$ cat src/rtl/py_seq_pkg.sv
// rtl/py_seq_pkg.sv - packet type codes, sequencer states, error codes and type table lookup
package py_seq_pkg;

    localparam logic [3:0] PK_NULL = 4'h0;
    localparam logic [3:0] PK_POLL = 4'h1;
    localparam logic [3:0] PK_FHS  = 4'h2;
    localparam logic [3:0] PK_DM1  = 4'h3;
    localparam logic [3:0] PK_DH1  = 4'h4;
    localparam logic [3:0] PK_HV1  = 4'h5;
    localparam logic [3:0] PK_HV2  = 4'h6;
    localparam logic [3:0] PK_HV3  = 4'h7;
    localparam logic [3:0] PK_3DH1 = 4'h8;
    localparam logic [3:0] PK_AUX1 = 4'h9;
    localparam logic [3:0] PK_DM3  = 4'hA;
    localparam logic [3:0] PK_DH3  = 4'hB;
    localparam logic [3:0] PK_DM5  = 4'hE;
    localparam logic [3:0] PK_DH5  = 4'hF;

    localparam logic [1:0] ERR_NONE     = 2'd0;
    localparam logic [1:0] ERR_BAD_TYPE = 2'd1;
    localparam logic [1:0] ERR_TIMEOUT  = 2'd2;
    localparam logic [1:0] ERR_ABORT    = 2'd3;

    typedef enum logic [1:0] {ST_IDLE, ST_ARMED, ST_RUN, ST_DONE} seq_state_t;

    typedef struct packed {
        logic       ok;
        logic [1:0] hdr;
        logic       fec13;
        logic       fec23;
        logic       crc;
        logic       brss;
        logic       fixed;
        logic [7:0] fix_bits;
        logic [9:0] max_b;
    } type_rec_t;

    // EDR codes only override their BR meaning when edr is set; all else falls back to BR
    function automatic type_rec_t type_lookup(input logic [3:0] t, input logic edr);
        type_rec_t r;
        r    = '0;
        r.ok = 1'b1;
        if (edr && (t == PK_DH1 || t == PK_3DH1 || t == PK_DM3 || t == PK_DH3 ||
                    t == PK_DM5 || t == PK_DH5)) begin
            r.hdr = 2'd2;
            r.crc = 1'b1;
            case (t)
                PK_DH1:  r.max_b = 10'd54;
                PK_3DH1: r.max_b = 10'd83;
                PK_DM3:  r.max_b = 10'd367;
                PK_DH3:  r.max_b = 10'd552;
                PK_DM5:  r.max_b = 10'd679;
                default: r.max_b = 10'd1021;
            endcase
        end else begin
            case (t)
                PK_NULL, PK_POLL: r.ok = 1'b1;
                PK_FHS:  begin r.fec23 = 1'b1; r.crc = 1'b1; r.brss = 1'b1; r.fixed = 1'b1; r.fix_bits = 8'd144; end
                PK_DM1:  begin r.hdr = 2'd1; r.fec23 = 1'b1; r.crc = 1'b1; r.brss = 1'b1; r.max_b = 10'd17; end
                PK_DH1:  begin r.hdr = 2'd1; r.crc = 1'b1; r.brss = 1'b1; r.max_b = 10'd27; end
                PK_HV1:  begin r.fec13 = 1'b1; r.fixed = 1'b1; r.fix_bits = 8'd80; end
                PK_HV2:  begin r.fec23 = 1'b1; r.fixed = 1'b1; r.fix_bits = 8'd160; end
                PK_HV3:  begin r.fixed = 1'b1; r.fix_bits = 8'd240; end
                PK_AUX1: begin r.hdr = 2'd1; r.brss = 1'b1; r.max_b = 10'd29; end
                PK_DM3:  begin r.hdr = 2'd2; r.fec23 = 1'b1; r.crc = 1'b1; r.max_b = 10'd121; end
                PK_DH3:  begin r.hdr = 2'd2; r.crc = 1'b1; r.max_b = 10'd183; end
                PK_DM5:  begin r.hdr = 2'd2; r.fec23 = 1'b1; r.crc = 1'b1; r.max_b = 10'd224; end
                PK_DH5:  begin r.hdr = 2'd2; r.crc = 1'b1; r.max_b = 10'd339; end
                default: r.ok = 1'b0;
            endcase
        end
        return r;
    endfunction

endpackage

$ cat src/rtl/py_seq_ctrl_if.sv
// rtl/py_seq_ctrl_if.sv - sequencer to payload bit processor bundle
interface py_seq_ctrl_if;
    logic        py_st_p;
    logic [3:0]  pk_type;
    logic        pk_encode;
    logic [12:0] pylenbit;
    logic        crcencode;
    logic        fec31encode;
    logic        fec32encode;
    logic        existpyheader;
    logic        BRss;
    logic        py_period;
    logic        dec_py_period;
    logic [9:0]  dec_pylenByte;
    logic        hdrdec_valid_p;

    modport master (
        output py_st_p, pk_type, pk_encode, pylenbit, crcencode, fec31encode,
               fec32encode, existpyheader, BRss,
        input  py_period, dec_py_period, dec_pylenByte, hdrdec_valid_p
    );

    modport slave (
        input  py_st_p, pk_type, pk_encode, pylenbit, crcencode, fec31encode,
               fec32encode, existpyheader, BRss,
        output py_period, dec_py_period, dec_pylenByte, hdrdec_valid_p
    );
endinterface

$ cat src/rtl/py_type_decode.sv
// rtl/py_type_decode.sv - combinational coding flags and clamped pylenbit for a packet type
module py_type_decode
    import py_seq_pkg::*;
#(
    parameter int MAXLEN_BYTE = 339
) (
    input  logic [3:0]  pk_type,
    input  logic        edr,
    input  logic [9:0]  len_byte,
    output logic        crcencode,
    output logic        fec31encode,
    output logic        fec32encode,
    output logic        existpyheader,
    output logic        BRss,
    output logic [12:0] pylenbit
);
    localparam logic [9:0] MAXLEN = 10'(MAXLEN_BYTE);

    type_rec_t  rec;
    logic [9:0] eff;
    logic [9:0] tot;

    always_comb begin
        rec = type_lookup(pk_type, edr);
        eff = len_byte;
        if (eff > rec.max_b) eff = rec.max_b;
        if (eff > MAXLEN)    eff = MAXLEN;
        tot = eff + 10'(rec.hdr);
    end

    assign crcencode     = rec.ok & rec.crc;
    assign fec31encode   = rec.ok & rec.fec13;
    assign fec32encode   = rec.ok & rec.fec23;
    assign existpyheader = rec.ok & (rec.hdr != 2'd0);
    assign BRss          = rec.ok & rec.brss;
    // fixed-size voice/FHS payloads ignore any requested length
    assign pylenbit      = !rec.ok   ? 13'd0 :
                           rec.fixed ? {5'd0, rec.fix_bits} : {tot, 3'b000};
endmodule

$ cat src/rtl/py_seq_ctrl.sv
// rtl/py_seq_ctrl.sv - per-packet payload sequencer; PYSEQ_EDR_EN adds edr_mode and the EDR type table
module py_seq_ctrl
    import py_seq_pkg::*;
#(
    parameter int TMO_US = 3200,
`ifdef PYSEQ_EDR_EN
    parameter int MAXLEN_BYTE = 1021
`else
    parameter int MAXLEN_BYTE = 339
`endif
) (
    input  logic        clk_6M,
    input  logic        rst,
    input  logic        p_1us,
    input  logic        start_p,
    input  logic        tx,
    input  logic [3:0]  pk_type_in,
    input  logic [9:0]  regi_pylenByte,
    input  logic        hdr_done_p,
    input  logic        abort_p,
`ifdef PYSEQ_EDR_EN
    input  logic        edr_mode,
`endif
    py_seq_ctrl_if.master py,
    output logic        busy,
    output logic        py_done_p,
    output logic        err_p,
    output logic [1:0]  err_code
);
    localparam int TW = $clog2(TMO_US + 1);

    seq_state_t    state, state_d;
    logic [3:0]    type_q;
    logic          tx_q, edr_q, edr_in;
    logic [9:0]    len_q;
    logic          seen_hi;
    logic [TW-1:0] tmo_cnt;
    logic          py_st_q, py_st_d, err_d, latch;
    logic [1:0]    code_d;
    logic          win, fall, rx_run, timeout, start_ok, zero_len;

`ifdef PYSEQ_EDR_EN
    assign edr_in = edr_mode;
`else
    assign edr_in = 1'b0;
`endif

    py_type_decode #(.MAXLEN_BYTE(MAXLEN_BYTE)) u_dec (
        .pk_type       (type_q),
        .edr           (edr_q),
        .len_byte      (len_q),
        .crcencode     (py.crcencode),
        .fec31encode   (py.fec31encode),
        .fec32encode   (py.fec32encode),
        .existpyheader (py.existpyheader),
        .BRss          (py.BRss),
        .pylenbit      (py.pylenbit)
    );

    assign start_ok = type_lookup(pk_type_in, edr_in).ok;
    assign zero_len = (py.pylenbit == 13'd0);
    assign win      = tx_q ? py.py_period : py.dec_py_period;
    assign fall     = seen_hi & ~win;
    assign rx_run   = (state == ST_RUN) && !tx_q;
    assign timeout  = rx_run && p_1us && (tmo_cnt == TW'(TMO_US - 1));

    always_comb begin
        state_d = state;
        py_st_d = 1'b0;
        err_d   = 1'b0;
        code_d  = err_code;
        latch   = 1'b0;
        case (state)
            ST_IDLE: if (start_p) begin
                latch = 1'b1;
                if (start_ok) begin
                    state_d = ST_ARMED;
                    code_d  = ERR_NONE;
                end else begin
                    err_d  = 1'b1;
                    code_d = ERR_BAD_TYPE;
                end
            end
            ST_ARMED: if (hdr_done_p) begin
                if (zero_len) state_d = ST_DONE;
                else begin
                    state_d = ST_RUN;
                    py_st_d = 1'b1;
                end
            end
            ST_RUN: if (timeout) begin
                state_d = ST_IDLE;
                err_d   = 1'b1;
                code_d  = ERR_TIMEOUT;
            end else if (fall) begin
                state_d = ST_DONE;
            end
            default: state_d = ST_IDLE;
        endcase
        // abort overrides whatever the state decided, including a coincident payload start
        if (abort_p && state != ST_IDLE) begin
            state_d = ST_IDLE;
            py_st_d = 1'b0;
            err_d   = 1'b1;
            code_d  = ERR_ABORT;
        end
    end

    always_ff @(posedge clk_6M) begin
        if (rst) begin
            state    <= ST_IDLE;
            py_st_q  <= 1'b0;
            err_p    <= 1'b0;
            err_code <= ERR_NONE;
        end else begin
            state    <= state_d;
            py_st_q  <= py_st_d;
            err_p    <= err_d;
            err_code <= code_d;
        end
    end

    always_ff @(posedge clk_6M) begin
        if (rst) begin
            type_q  <= '0;
            tx_q    <= 1'b0;
            edr_q   <= 1'b0;
            len_q   <= '0;
            seen_hi <= 1'b0;
            tmo_cnt <= '0;
        end else begin
            // RX arms with an all-ones length so the clamp yields the type maximum
            if (latch) begin
                type_q <= pk_type_in;
                tx_q   <= tx;
                edr_q  <= edr_in;
                len_q  <= tx ? regi_pylenByte : '1;
            end else if (rx_run && py.hdrdec_valid_p) begin
                len_q  <= py.dec_pylenByte;
            end
            seen_hi <= (state == ST_RUN) && (seen_hi || win);
            if (!rx_run)    tmo_cnt <= '0;
            else if (p_1us) tmo_cnt <= tmo_cnt + 1'b1;
        end
    end

    assign py.py_st_p   = py_st_q;
    assign py.pk_type   = type_q;
    assign py.pk_encode = tx_q;
    assign busy         = (state == ST_ARMED) || (state == ST_RUN);
    assign py_done_p    = (state == ST_DONE) && !abort_p;
endmodule

$ cat src/flat_wrapper.sv
// flat-port wrapper written by rule: the top's interface ports become plain ports
module py_seq_ctrl_flat import py_seq_pkg::*;
#(
    parameter int TMO_US = 3200,

    parameter int MAXLEN_BYTE = 339

)
  (clk_6M, rst, p_1us, start_p, tx, pk_type_in, regi_pylenByte, hdr_done_p, abort_p, busy, py_done_p, err_p, err_code, py_py_st_p, py_pk_type, py_pk_encode, py_pylenbit, py_crcencode, py_fec31encode, py_fec32encode, py_existpyheader, py_BRss, py_py_period, py_dec_py_period, py_dec_pylenByte, py_hdrdec_valid_p);
  py_seq_ctrl_if py_i ();
  input  logic clk_6M;
  input  logic rst;
  input  logic p_1us;
  input  logic start_p;
  input  logic tx;
  input  logic [3:0] pk_type_in;
  input  logic [9:0] regi_pylenByte;
  input  logic hdr_done_p;
  input  logic abort_p;
  output logic busy;
  output logic py_done_p;
  output logic err_p;
  output logic [1:0] err_code;
  output wire logic [$bits(py_i.py_st_p)-1:0] py_py_st_p;
  output wire logic [$bits(py_i.pk_type)-1:0] py_pk_type;
  output wire logic [$bits(py_i.pk_encode)-1:0] py_pk_encode;
  output wire logic [$bits(py_i.pylenbit)-1:0] py_pylenbit;
  output wire logic [$bits(py_i.crcencode)-1:0] py_crcencode;
  output wire logic [$bits(py_i.fec31encode)-1:0] py_fec31encode;
  output wire logic [$bits(py_i.fec32encode)-1:0] py_fec32encode;
  output wire logic [$bits(py_i.existpyheader)-1:0] py_existpyheader;
  output wire logic [$bits(py_i.BRss)-1:0] py_BRss;
  input wire logic [$bits(py_i.py_period)-1:0] py_py_period;
  input wire logic [$bits(py_i.dec_py_period)-1:0] py_dec_py_period;
  input wire logic [$bits(py_i.dec_pylenByte)-1:0] py_dec_pylenByte;
  input wire logic [$bits(py_i.hdrdec_valid_p)-1:0] py_hdrdec_valid_p;
  assign py_py_st_p = py_i.py_st_p;
  assign py_pk_type = py_i.pk_type;
  assign py_pk_encode = py_i.pk_encode;
  assign py_pylenbit = py_i.pylenbit;
  assign py_crcencode = py_i.crcencode;
  assign py_fec31encode = py_i.fec31encode;
  assign py_fec32encode = py_i.fec32encode;
  assign py_existpyheader = py_i.existpyheader;
  assign py_BRss = py_i.BRss;
  assign py_i.py_period = py_py_period;
  assign py_i.dec_py_period = py_dec_py_period;
  assign py_i.dec_pylenByte = py_dec_pylenByte;
  assign py_i.hdrdec_valid_p = py_hdrdec_valid_p;
  py_seq_ctrl #(.TMO_US(TMO_US), .MAXLEN_BYTE(MAXLEN_BYTE)) u_core (.clk_6M(clk_6M), .rst(rst), .p_1us(p_1us), .start_p(start_p), .tx(tx), .pk_type_in(pk_type_in), .regi_pylenByte(regi_pylenByte), .hdr_done_p(hdr_done_p), .abort_p(abort_p), .py(py_i), .busy(busy), .py_done_p(py_done_p), .err_p(err_p), .err_code(err_code));
endmodule
$ cat config.mk
export PLATFORM = sky130hd
export DESIGN_NAME = py_seq_ctrl_flat
export DESIGN_NICKNAME = d
export VERILOG_FILES = /design/src/rtl/py_seq_pkg.sv /design/src/rtl/py_seq_ctrl_if.sv /design/src/rtl/py_type_decode.sv /design/src/rtl/py_seq_ctrl.sv /design/src/flat_wrapper.sv
export SDC_FILE = /design/constraint.sdc
export NUM_CORES = 1
export LEC_CHECK = 0
export CAP_MARGIN = 0
export CORE_MARGIN = 3
export CORE_UTILIZATION = 45
export DETAILED_ROUTE_END_ITERATION = 10
export DONT_BUFFER_PORTS = 1
export HOLD_SLACK_MARGIN = 0.02
export SLEW_MARGIN = 10
export SYNTH_ARGS = -nofsm -noshare
export SYNTH_HDL_FRONTEND = slang
export SYNTH_SLANG_ARGS = --single-unit
$ cat constraint.sdc
create_clock -name clk_6M -period 6.7 [get_ports clk_6M]
set_clock_uncertainty 0.15 [all_clocks]
set_input_delay 1.34 -clock clk_6M [delete_from_list [all_inputs] [get_ports clk_6M]]
set_output_delay 1.34 -clock clk_6M [all_outputs]
set_load 0.01 [all_outputs]
==> results of run 1 <==
[path summary, 6_finish.rpt]
path                                           start         endpoint  slack (ns)  cells past startpoint
worst min-delay path                  u_core.seen_hi   u_core.seen_hi        0.32                      2
worst max register to register  u_core.py.pk_type[3]  u_core.state[0]        1.62                     18
worst max-delay path            u_core.py.pk_type[3]   py_pylenbit[7]        0.54                     16
worst min register to register        u_core.seen_hi   u_core.seen_hi        0.32                      2
[critical path: stages, from the launching register on]
cell and delay [ns]:
dfxtp_1 0.46, buf_4 0.25, nand2b_1 0.25, or3_1 0.19, nand2_1 0.06, a21oi_1 0.25, ha_1 0.31, nand4_1 0.11
o21ai_0 0.10, o21ai_2 0.41, o21ai_0 0.14, ha_1 0.24, fa_1 0.54, nand3_1 0.16, xnor2_1 0.12, nor3_1 0.06
a211oi_1 0.71
[sequential cells by signal (all words and copies together), names as in the netlist]
| signal | flops |
|---|---|
| u_core.err_code | 2 |
| u_core.err_p | 1 |
| u_core.len_q | 10 |
| u_core.py.pk_encode | 1 |
| u_core.py.pk_type | 4 |
| u_core.py.py_st_p | 1 |
| u_core.seen_hi | 1 |
| u_core.state | 2 |
| u_core.tmo_cnt | 12 |
[cell type report]
cell class | instances | share of cell area
Clock inverter | 3 | 0.0240
Sequential cell | 34 | 0.237
Clock buffer | 5 | 0.0240
Multi-Input combinational cell | 292 | 0.651
Inverter | 13 | 0.0170
Tap cell | 72 | 0.0314
Timing Repair Buffer | 6 | 0.0157
[placed cells by master (no fill, tap or decap), drive strengths merged, types with 6 or more instances in the layout]
| master | count |
|---|---|
| nor2 | 30 |
| dfxtp | 34 |
| nand2 | 46 |
| inv | 13 |
| nand3b | 11 |
| nand4 | 6 |
| buf | 6 |
| a21oi | 36 |
| o211ai | 10 |
| ha | 16 |
| o21ai | 27 |
| nor2b | 8 |
| xor2 | 7 |
| xnor2 | 9 |
| nand3 | 9 |
[synthesized netlist by cell type (7+ instances only)]
library cell	number
a21oi_1	35
clkbuf_1	17
dfxtp_1	34
ha_1	16
inv_1	13
nand2_1	46
nand3_1	9
nand3b_1	11
nor2_1	29
nor2b_1	8
o211ai_1	10
o21ai_0	24
xnor2_1	9
xor2_1	7
[cells by family after synthesis]
| kind of cell | Yosys count |
|---|---|
| buffers and inverters | 38 |
| AO/OA/AOI/OAI | 107 |
| XOR/XNOR | 16 |
| flip-flops | 34 |
| other | 1 |
| adder cells (fa/ha/maj) | 17 |
| AND/OR/NAND/NOR | 143 |
| multiplexers | 5 |
[report_power, final]
| part | switching, mW | leakage [nW] | internal [mW] |
|---|---|---|---|
| combinational | 0.348 | 0.721 | 0.209 |
| sequential | 0.0615 | 0.277 | 0.235 |
| clock | 0.0763 | 0.0683 | 0.149 |
[stage by stage]
step / hold slack [ns] / instances / worst slack (ns) / util / cell area (sq um)
global placement: 0.299 / 417 / 0.785 / 0.481 / 2730
floorplan: 0.289 / 364 / 0.902 / - / 2720
detailed placement: 0.307 / 417 / 0.721 / 0.481 / 2730
finish: 0.316 / 425 / 0.536 / 0.506 / 2870
global route: 0.331 / 425 / 0.233 / 0.506 / 2870
CTS: 0.316 / 425 / 0.385 / 0.505 / 2870
[layer usage]
layer | global-route usage | up-vias | part of all wire
li1 | - | 1267 | -
met1 | 0.280 | 1160 | 0.49
met2 | 0.271 | 99 | 0.41
met3 | 0.0454 | 8 | 0.084
met4 | 0.0556 | 0 | 0.012
met5 | 0 | - | 0
==> results.json, run 1 <==
{
  "synth_mux_area_frac": 0.0185,
  "slew_headroom": 0.213,
  "vias": 2534,
  "drv_slew": 0,
  "syn_area_sq_mm": 0.00271,
  "ys_seq_area_frac": 0.252,
  "totalWireLength_um": 6700,
  "crit_path_start_kind": "flip-flop",
  "synth-simple-area-share": 0.277,
  "clock-root-buffer": "clkbuf_8",
  "die_y_um": 83.5,
  "async_flop_share": 0,
  "cts_tree": "done",
  "coreArea_sq_mm": 0.00568,
  "numPortBuffers": 0,
  "grt_pass1_vias": 2264,
  "post_drt_wl_per_cell_um": 15.8,
  "cap_viol_max_count": 0,
  "vdd_ir_drop_max_uv": 255,
  "synth.distinct_cells": 61,
  "diodes": 0,
  "grt_usage": 0.190,
  "final-hold-violation-count": 0,
  "fmax_mhz": 162,
  "overflow": 0,
  "initialDrtViolationCount": 174,
  "postCtsSetupRepairBufs": 0,
  "rsz0062_at_grt": "no",
  "synth-compound-area-share": 0.255,
  "grt_pass1_wl_um": 11100,
  "clockBufferDepth": 2,
  "cts_buffers": 5,
  "arrival_ns": 4.67,
  "drt_pass1_iterations": 4,
  "chipWidth_um": 83.5,
  "post-route-min-period_ns": 6.16,
  "synth_top_family_by_area": "simple AND/OR/NAND/NOR gates",
  "synth_flop_cell": "dfxtp_1",
  "cts_resized": 0,
  "synthAdderAreaFrac": 0.0814,
  "gp_congestion": 0.822,
  "hp-class": "reg -> reg",
  "ys_ff_latch": 34,
  "postSynthAreaPerCell_sq_um": 7.49,
  "clock-sinks": 34,
  "critPathRequiredTime_ns": 5.21,
  "clkTransAtPathRegs_ns": 0.08,
  "grt_start_max_net_pins": 28,
  "synth_warnings": 0,
  "multiInputGateArea_sq_mm": 0.00187,
  "rows": 27,
  "clk-insertion-delay-late_ns": 0.29,
  "n_fill_cell": 565,
  "antenna_found_initial": 0,
  "cp-end-kind": "output pin",
  "via_per_inst": 5.96,
  "drive_gt1_frac": 0.0793,
  "status": "completed",
  "antenna_left": 0,
  "yosys-top-cells-area": "dfxtp_1, ha_1, a21oi_1",
  "syn_to_final_growth_pct": 6.11,
  "yosys.area.top_type_share": 0.252,
  "tightestPinTransition_ns": 1.17,
  "synthCells": 361,
  "setup_viol": 0,
  "drc": 0,
  "setup_tns_ns": 0,
  "h-tree-depth": 2,
  "synth-edff-count": 0,
  "finalNetCount": 403,
  "initial_utilization": 0.477,
  "seq_area_sq_um": 681,
  "p_leak_nw": 1.07,
  "finalPower_mw": 1.08,
  "ioPinCount": 63,
  "die_area_sq_mm": 0.00698,
  "worst-setup-path-type": "reg -> out",
  "synth_xor_area_frac": 0.0518,
  "yosys.area.top_type": "dfxtp_1",
  "path_max_fanout": 14,
  "powerDensity_mw_per_mm2": 376,
  "hpwl_um": 5140,
  "period_share": 0.920,
  "hold_buffers": 0
}
Power figures use the tool's default switching activity.
==> inputs of run 2 (changes only) <==
Settings changed: PLACE_DENSITY_LB_ADDON set to 0.2.
Clock period 6.7 ns to 6.1 ns, I/O delays scaled along.
==> run 2 against run 1 <==
Against the previous run: combinational power rose by 16%; non-clock buffer count rose by 2; design area rose by 0.83%; clock power rose by 13%; global-route usage rose by 0.60 points; hold slack got worse by 0.0013 ns; die area did not move; first-iteration DRC count fell by 24%; power rose by 12%; register-to-register slack got worse by 0.58 ns; core utilization rose by 0.42 points; critical path type unchanged; critical endpoint is now py_pylenbit[5]; largest cell class unchanged; largest power group unchanged; highest routed layer unchanged.
==> results.json, run 2 (same netlist as run 1, synthesis figures left out) <==
{
  "status": "completed",
  "totalWireLength_um": 6810,
  "seq_area_sq_um": 681,
  "post_drt_wl_per_cell_um": 15.9,
  "initialDrtViolationCount": 133,
  "clock-sinks": 34,
  "grt_pass1_wl_um": 11200,
  "drive_gt1_frac": 0.0901,
  "rsz0062_at_grt": "no",
  "critPathRequiredTime_ns": 4.73,
  "grt_pass1_vias": 2307,
  "syn_to_final_growth_pct": 6.98,
  "path_max_fanout": 18,
  "clockBufferDepth": 2,
  "final_common_cell": "nand2_1",
  "setup_tns_ns": 0,
  "numPortBuffers": 0,
  "powerDensity_mw_per_mm2": 419,
  "p_leak_nw": 1.08,
  "hp-class": "reg -> reg",
  "hpwl_um": 5200,
  "period_share": 0.928,
  "coreArea_sq_mm": 0.00568,
  "fin_util": 0.510,
  "grt_start_max_net_pins": 28,
  "gp_congestion": 0.916,
  "finalNetCount": 405,
  "arrival_ns": 4.29,
  "cap_viol_max_count": 0,
  "via_per_inst": 5.75,
  "largest_reg_flops": 12,
  "final-hold-violation-count": 0,
  "p_sw_uw": 543,
  "clk-insertion-delay-late_ns": 0.30,
  "rows": 27,
  "hold_buffers": 0,
  "cts_buffers": 5,
  "overflow": 0,
  "worst-setup-path-type": "reg -> out",
  "h-tree-depth": 2,
  "drv_slew": 0,
  "clock-root-buffer": "clkbuf_8",
  "p_int_uw": 669,
  "fmax_mhz": 177,
  "n_fill_cell": 566,
  "drt_pass1_iterations": 4,
  "final_cell_mix": "nand2_1, a21oi_1, dfxtp_1",
  "chipWidth_um": 83.5,
  "diodes": 0,
  "clkTransAtPathRegs_ns": 0.08,
  "finalPower_mw": 1.21,
  "cp-end-kind": "output pin",
  "die_y_um": 83.5,
  "fin_hold_ws_ns": 0.314,
  "antenna_found_initial": 0,
  "initial_utilization": 0.477,
  "slew_headroom": 0.439,
  "drc": 0,
  "antenna_left": 0,
  "combPwrFrac": 0.531,
  "setup_viol": 0,
  "p_seq_frac": 0.259,
  "post-route-min-period_ns": 5.66,
  "multiInputGateArea_sq_mm": 0.00188,
  "die_area_sq_mm": 0.00698,
  "cts_tree": "done",
  "swShare": 0.448,
  "largest_register": "u_core.tmo_cnt",
  "crit_path_start_kind": "flip-flop",
  "vias": 2456,
  "ioPinCount": 63,
  "grt_usage": 0.196,
  "vdd_ir_drop_max_uv": 200,
  "power.share.clock": 0.210,
  "tightestPinTransition_ns": 0.841
}
-- run 2: worst paths after layout --
check                       startpoint         endpoint  slack, ns  depth (start not counted)
setup / recovery  u_core.py.pk_type[3]   py_pylenbit[5]       0.44                         14
hold / removal          u_core.seen_hi   u_core.seen_hi       0.31                          2
setup reg to reg  u_core.py.pk_type[3]  u_core.state[0]       1.04                         17
hold reg to reg         u_core.seen_hi   u_core.seen_hi       0.31                          2
-- run 2: worst max-delay path, cell delays in order (launching register included) --
cell      delay [ns]
dfxtp_1         0.33
buf_4           0.20
nand2b_1        0.25
or3_1           0.41
a21boi_0        0.17
ha_1            0.32
a21oi_1         0.15
o21ai_0         0.12
o21ai_2         0.32
o21ai_0         0.13
ha_1            0.23
fa_1            0.53
and3_1          0.25
a222oi_1        0.32
a31oi_1         0.26
-- run 2: stage by stage --
stage / cells / worst slack (ns) / area (sq um)
floorplan: 364 / 0.422 / 2720
global placement: 419 / 0.648 / 2740
detailed placement: 419 / 0.567 / 2740
CTS: 427 / 0.228 / 2880
global route: 427 / 0.00128 / 2890
finish: 427 / 0.437 / 2890
-- run 2: layout make-up --
cell class | count | area share
clock buffers | 5 | 0.0238
clock inverters | 3 | 0.0238
inverters | 13 | 0.0169
multi-input cells | 292 | 0.649
flip-flops and latches | 34 | 0.235
well taps | 72 | 0.0311
repair buffers | 8 | 0.0208
-- run 2: power by group through the flow --
stage          Sequential [mW]  Combinational (mW)  Clock, mW
6_report                 0.314               0.644      0.254
3_3_place_gp             0.318               0.623          0
5_1_grt                  0.321               0.723      0.268
3_5_place_dp             0.318               0.623          0
2_1_floorplan            0.297               0.507          0
4_1_cts                  0.313               0.625      0.260
-- run 2: metal layers --
metal | up-vias | share of wire | track usage
met1 | 1098 | 0.48 | 0.266
met5 | - | 0 | 0
met2 | 83 | 0.43 | 0.294
met4 | 0 | 0.015 | 0.0716
li1 | 1269 | - | -
met3 | 6 | 0.071 | 0.0553
-- run 2: what timing repair did --
action	CTS	global route
setup buffers	0	0
endpoints found under the setup margin	0	4
gates resized for setup	0	3
